**src/rtl/stopwatch_pkg.sv**
```systemverilog
// Shared definitions for the stopwatch front-panel control slice.
// State encoding and default debounce length.
package stopwatch_pkg;

    typedef enum logic [1:0] {
        ST_IDLE  = 2'b00,
        ST_RUN   = 2'b01,
        ST_PAUSE = 2'b10
    } state_t;

    localparam int unsigned DB_CYCLES_DEFAULT = 1_000_000;

endpackage

```
**src/rtl/btn_debounce.sv**
```systemverilog
// Push-button conditioner: 2-flop synchronizer, stability filter, and a
// single-cycle press pulse on each accepted 0->1 level change.
module btn_debounce
    import stopwatch_pkg::*;
#(
    parameter int unsigned DB_CYCLES = DB_CYCLES_DEFAULT,
    parameter int unsigned CNT_W     = 20
) (
    input  logic clk,
    input  logic clr_n,
    input  logic btn_raw,
    output logic level,
    output logic press
);

    localparam logic [CNT_W-1:0] CNT_LAST = CNT_W'(DB_CYCLES - 1);

    logic             sync_meta;
    logic             sync;
    logic             stable;
    logic [CNT_W-1:0] cnt;
    logic             accept;

    assign accept = (sync != stable) && (cnt == CNT_LAST);
    assign level  = stable;

    always_ff @(posedge clk or negedge clr_n) begin
        if (!clr_n) begin
            sync_meta <= 1'b0;
            sync      <= 1'b0;
            stable    <= 1'b0;
            cnt       <= '0;
            press     <= 1'b0;
        end else begin
            sync_meta <= btn_raw;
            sync      <= sync_meta;
            if (sync == stable) begin
                cnt <= '0;
            end else if (accept) begin
                stable <= sync;
                cnt    <= '0;
            end else begin
                cnt <= cnt + 1'b1;
            end
            // Registered alongside the stable update so the FSM acts on the next edge.
            press <= accept & sync;
        end
    end

endmodule

```
**src/rtl/stopwatch_ctrl.sv**
```systemverilog
// Stopwatch front-panel control: debounced start/stop and reset buttons
// drive a run/pause FSM with registered go/clr/led outputs.
module stopwatch_ctrl
    import stopwatch_pkg::*;
#(
    parameter int unsigned DB_CYCLES = DB_CYCLES_DEFAULT,
    parameter int unsigned CNT_W     = 20
) (
    input  logic       clk,
    input  logic       clr_n,
    input  logic       btn_go_raw,
    input  logic       btn_clr_raw,
    output logic       go,
    output logic       clr,
    output logic [1:0] state,
    output logic       led_run
);

    state_t state_q;
    state_t state_d;
    logic   go_press;
    logic   clr_press;

    btn_debounce #(.DB_CYCLES(DB_CYCLES), .CNT_W(CNT_W)) u_db_go (
        .clk     (clk),
        .clr_n   (clr_n),
        .btn_raw (btn_go_raw),
        .level   (),
        .press   (go_press)
    );

    btn_debounce #(.DB_CYCLES(DB_CYCLES), .CNT_W(CNT_W)) u_db_clr (
        .clk     (clk),
        .clr_n   (clr_n),
        .btn_raw (btn_clr_raw),
        .level   (),
        .press   (clr_press)
    );

    always_comb begin
        state_d = state_q;
        case (state_q)
            ST_IDLE:  if (go_press) state_d = ST_RUN;
            ST_RUN:   if (go_press) state_d = ST_PAUSE;
            ST_PAUSE: if (go_press) state_d = ST_RUN;
            default:  state_d = ST_IDLE;
        endcase
        if (clr_press) state_d = ST_IDLE;
    end

    // Outputs decode the next state so they update on the same edge as state.
    always_ff @(posedge clk or negedge clr_n) begin
        if (!clr_n) begin
            state_q <= ST_IDLE;
            go      <= 1'b0;
            led_run <= 1'b0;
            clr     <= 1'b1;
        end else begin
            state_q <= state_d;
            go      <= (state_d == ST_RUN);
            led_run <= (state_d == ST_RUN);
            clr     <= clr_press;
        end
    end

    assign state = state_q;

endmodule

```
**config.mk**
```make
export PLATFORM = sky130hd
export DESIGN_NAME = stopwatch_ctrl
export DESIGN_NICKNAME = d
export VERILOG_FILES = /design/src/rtl/stopwatch_pkg.sv /design/src/rtl/btn_debounce.sv /design/src/rtl/stopwatch_ctrl.sv
export SDC_FILE = /design/constraint.sdc
export NUM_CORES = 1
export LEC_CHECK = 0
export CAP_MARGIN = 20
export CORE_ASPECT_RATIO = 0.8
export CORE_UTILIZATION = 56
export CTS_BUF_LIST = sky130_fd_sc_hd__clkbuf_2
export DETAILED_ROUTE_END_ITERATION = 16
export PLACE_DENSITY_LB_ADDON = 0.08
export SLEW_MARGIN = 20
export SYNTH_ARGS = -nofsm -noshare
export SYNTH_HDL_FRONTEND = slang
export SYNTH_SLANG_ARGS = --single-unit
```
**constraint.sdc**
```tcl
create_clock -name clk -period 2.1 [get_ports clk]
set_clock_uncertainty 0.2 [all_clocks]
set_input_delay 0.42 -clock clk [delete_from_list [all_inputs] [get_ports clk]]
set_output_delay 0.42 -clock clk [all_outputs]
set_load 0.03 [all_outputs]
```
Word-level counts from Yosys, hierarchy flattened

Cells that the tools add are included.
Widths: inputs -> output; s select.

Memory bits (writable): 0
Latch bits: 0
Bits in registers: 52
Memories kept: 0
Output and inout port bits: 5
ROM bits: 0

Multiplexer cells: 8
Multiply operators: 0
Magnitude comparators: 0
Bitwise gates (word level): 4
Reductions and logical operators: 6
Equality and inequality tests: 9
$add $sub $neg: 2
Shift operators: 0
Div/mod/pow operators: 0

Operator list:

| operator              | count |
|---|---|
| $mux 20               | 4 |
| $add 20x1->20 const B | 2 |
| $eq 20x20->1 const B  | 2 |
| $mux 2                | 3 |
| $eq 2x1->1 const B    | 2 |
| $pmux 2 s2            | 1 |
| $reduce_and 2->1      | 2 |
| $and 1x1->1           | 2 |
| $eq 1x1->1            | 2 |
| $eq 2x2->1 const B    | 1 |
| $logic_and 1x1->1     | 2 |
| $logic_not 2->1       | 1 |
| $ne 1x1->1            | 2 |
| $not 1->1             | 2 |
| $reduce_or 2->1       | 1 |

Longest topological paths before layout

Depth in word-level cells: 5
Depth in mapped cells: 6
Depth with buffers taken out: 5

Hierarchy

From an unflattened synthesis, not the netlist that was laid out.

Cell total of the unflattened synthesis: 226
Area, all modules: 2524.9 um^2

By module, submodules not included:

| module         | area each (um^2) | instances | cells an instance | seq. area each (um^2) |
|---|---|---|---|---|
| btn_debounce   | 1184.9           | 2         | 107               | 600.6 |
| stopwatch_ctrl | 155.1            | 1         | 12                | 101.3 |

Worst setup path after synthesis

No wires, ideal clock.

Path type: register -> register
Start point: register u_db_clr.cnt[3]
End point: register u_db_clr.cnt[17]
Library setup time: 0.074 ns
Required time: 1.826 ns
Arrival time: 1.865 ns
Path slack: -0.039 ns
Stages on the path, launching flop included: 6
Path buffers: 1
Cells stage by stage: dfrtp_1 nand4_4 or4_1 buf_2 or4b_4 a21oi_2

Longest elaborated chain between the ends: 4
Elaborated cells on any way between the ends: 5

Ends and longest elaborated chain:

| item                                                  | RTL line           | text |
|---|---|---|
| start: declaration                                    | btn_debounce.sv:21 | `logic [CNT_W-1:0] cnt;` |
| start signal: assignment                              | btn_debounce.sv:43 | `cnt <= cnt + 1'b1;` |
| branches (longest 2 deep; another with $add 20x1->20) | --                 |  |
| $mux 20 *                                             | btn_debounce.sv:39 | `end else if (accept) begin` |
| $mux 20 *                                             | btn_debounce.sv:37 | `if (sync == stable) begin` |

Every way passes the cells marked *.
A chain may end at the register's enable or synchronous reset.

Final worst setup path

Start point: register u_db_clr.cnt[15]
End point: register u_db_clr.cnt[19]

Same word-level chain as after synthesis.

==> summary.txt <==
Status
  • Status: complete, no violations

Cells and area
  • Fin cells: 328
  • Commonest non-fill, non-tap cell in the layout: dfrtp_1
  • Nets: about 280
  • Area growth syn-to-layout: 15.9%
  • Register area: 1300 sq um
  • # fillers: 309
  • Layout cell share with drive strength beyond 1: 16.8%
  • Most frequent cells in the layout: 50 x dfrtp_1, 47 x nor2_1, 25 x xnor2_1, 25 x buf_4, 15 x nand3_1
  • Multi-input gate area: around 1100 sq um
  • Ant diodes: 0

Global routing
  • Initial antenna violation count: 0
  • Largest net degree at the start of global routing: 53
  • Overflow after GRT: 0
  • Global-route wire length before repair: 7.25 mm
  • Vias in the first global route: 1594
  • All-Layer GR Usage: 21.6%

Job
  • Max cap viols: 0

Critical path
  • WP data arrival: 2.18 ns
  • Worst-path fanout max: 8
  • Worst path max stage delay: 0.57 ns
  • CP Launch Type: flop
  • Worst path depth: 4
  • Crit-path cells: nand3_1 -> or4_4 -> or4_1 -> a21oi_1
  • Worst Setup SP: u_db_clr.cnt[15]$_DFF_PN0_
  • Launch point of the worst reg-to-reg path: u_db_clr.cnt[15]$_DFF_PN0_
  • FF-to-FF setup slack: 0.07 ns
  • Type of the worst setup path: reg2reg
  • Worst Path Buf+Inv: 0
  • Crit end category: flop
  • Req. time, crit path: 2.25 ns
  • CP delay by family, top: simple AND/OR/NAND/NOR gates
  • Reg2reg end: u_db_clr.cnt[19]$_DFF_PN0_
  • Reg2Reg Depth: 4
  • CP Capture Point: u_db_clr.cnt[19]$_DFF_PN0_
  • Slowest stage cell, crit path: or4_4

Timing
  • Fmax: roughly 0.49 GHz
  • Final WS setup: 0.0730 ns
  • Max Transition Viols Final: 0
  • Finish-stage setup viols: 0
  • Relative slew slack: 70.3%
  • Final hold viol count: 0
  • Fin crit share: 96.5%
  • RSZ-0062 raised after global routing: true
  • Slew @ Worst Pin: 0.441 ns
  • Minimum clock period: 2.03 ns

Drt
  • # DRC: 0
  • Via-to-Cell Ratio: 5.38
  • Via count: 1764
  • TritonRoute pass-1 iters: 4
  • DR WL/cell: ~13 um
  • Antenna Nets Post-Route: 0
  • 1st-iter DRT viols: 185
  • Drt total wl: 4.36 mm

Power
  • IR drop worst, VDD: 0.000531 V
  • Design Power: 0.00146 W
  • Lkg Pwr: 1.22 nW
  • P per Cell Area: between 500 and 600 nW/um^2

Synthesis
  • Synth Area per Inst: 10.3 sq um
  • Number of synthesized register bits: 52
  • Top_reg_cell synth: dfrtp_1
  • Mapped Nets: between 200 and 250
  • Unique masters post-synth: 37
  • Yosys warning total: 0
  • EDFF count, synth: 0
  • Synth Instances: 235
  • Register area share after synthesis: 53.8%
  • Area of the mapped netlist: 2420 sq um
  • Async SR Flop Fraction: 100%

Clock network
  • TritonCTS Sinks: 52
  • Clock latency on the worst-skew pair: around 0.40 ns
  • H-Tree Depth: 2
  • CTS tree: yes
  • Clock Root Buffer: clkbuf_2
  • TritonCTS buffer count: 5
  • Deepest clock path buffer count: 2
  • Clock-pin slew on the worst setup and hold paths: 0.24 ns

Floorplanning
  • Die area: 4590 sq um
  • # IOs: 9
  • Die X: 75.5 um
  • # rows: 20
  • Core area: 3950 sq um
  • Die height: 60.8 um
  • Starting Density: between 60% and 70%

Hold path
  • Worst hold path class: reg2reg
  • Hold Crit Start: u_db_clr.sync_meta$_DFF_PN0_

Placed design
  • Detailed Place HPWL: 3.03 mm
  • Gp weighted congestion: 0.851
  • Buffers added on ports: 8
  • Worst slack at placement: 0.0234 ns
  • DP Cell Count: 318
## timing repair
item	4_1_cts	5_1_grt
setup endpoints to repair	7	20
gates cloned	0	0
resized for setup	5	3
hold buffers	1	0
setup buffers	0	2
hold endpoints to repair	51	0
## logic make-up (layout without fill, tap and decap cells)
family                     after synthesis  in the layout  synth area share [%]
AOI/OAI and AO/OA                       15             15                  4.60
xor gates and xnor gates                31             31                  11.2
adders and majority gates                2              2                  1.03
buffers and inverters                   10             48                  1.76
DFF                                     52             52                  53.8
muxes                                    5              5                  2.17
and+or+nand+nor                        120            120                  25.4
## layer usage
metal	vias to the layer above	routed length, um	track usage (%)	share of wire [%]
met5	-	0	0	0
met4	0	18	4.23	0.41
met3	2	231	4.98	5.3
met2	39	1770	30.1	40
met1	831	2350	34.5	54
li1	892	-	-	-
## worst reg2reg max path, cell delays in order, from the launching register on
cell and delay [ns]:
dfrtp_1 0.45, nand3_1 0.11, or4_4 0.57, or4_1 0.50, a21oi_1 0.15
## area by class of cell
class	count	area share (%)
flip-flops and latches	52	46.5
multi-input cells	173	38.6
repair buffers	35	10.3
well taps	55	2.45
clock buffers	5	0.892
inverters	6	0.803
clock inverters	2	0.446
## worst min path at each step
| stage | slack (ns) | cells past startpoint | to |
|---|---|---|---|
| 2_1_floorplan | -0.08 | 0 | led_run$_DFF_PN0_ |
| 3_3_place_gp | 0.14 | 0 | u_db_clr.sync$_DFF_PN0_ |
| 3_5_place_dp | 0.14 | 0 | u_db_go.sync$_DFF_PN0_ |
| 4_1_cts | 0.19 | 0 | u_db_clr.sync$_DFF_PN0_ |
| 5_1_grt | 0.19 | 1 | u_db_go.sync_meta$_DFF_PN0_ |
| 6_report | 0.18 | 0 | u_db_clr.sync$_DFF_PN0_ |
## synthesized netlist by cell type (2+ instances only)
| cell | n | area share, % |
|---|---|---|
| a21oi_1 | 4 | 0.83 |
| xor2_1 | 6 | 2.2 |
| nand4_1 | 7 | 1.8 |
| o21ai_0 | 4 | 0.83 |
| and3_1 | 4 | 1.0 |
| nor4_1 | 11 | 2.8 |
| mux2_2 | 2 | 0.93 |
| nor2_1 | 47 | 7.3 |
| ha_1 | 2 | 1.0 |
| dfrtp_1 | 51 | 53 |
| o31ai_1 | 2 | 0.62 |
| clkbuf_1 | 2 | 0.31 |
| nand2_1 | 12 | 1.9 |
| inv_1 | 6 | 0.93 |
| xnor2_1 | 25 | 9.0 |
| nand3_1 | 15 | 3.1 |
| nor3_1 | 10 | 2.1 |
| or4_1 | 4 | 1.2 |
| mux2i_1 | 3 | 1.2 |
## per-stage QoR
stage,setup TNS [ns],cell area [sq um],utilization [%],hold WS (ns)
detailed placement,0,2740,69.2,0.137
CTS,0,2780,70.4,0.189
floorplan,0,2430,-,-0.0756
global placement,0,2740,69.2,0.135
global route,-0.102,2810,70.9,0.192
finish,0,2810,70.9,0.182
## report_power, final
| group | total [W] | internal (W) | switching (W) |
|---|---|---|---|
| registers | 0.00103 | 0.00102 | 0.0000115 |
| clock network | 0.000369 | 0.0000736 | 0.000295 |
| logic | 0.0000663 | 0.0000251 | 0.0000412 |
| total | 0.00146 | 0.00112 | 0.000348 |
(Power assumes the default switching activity.)
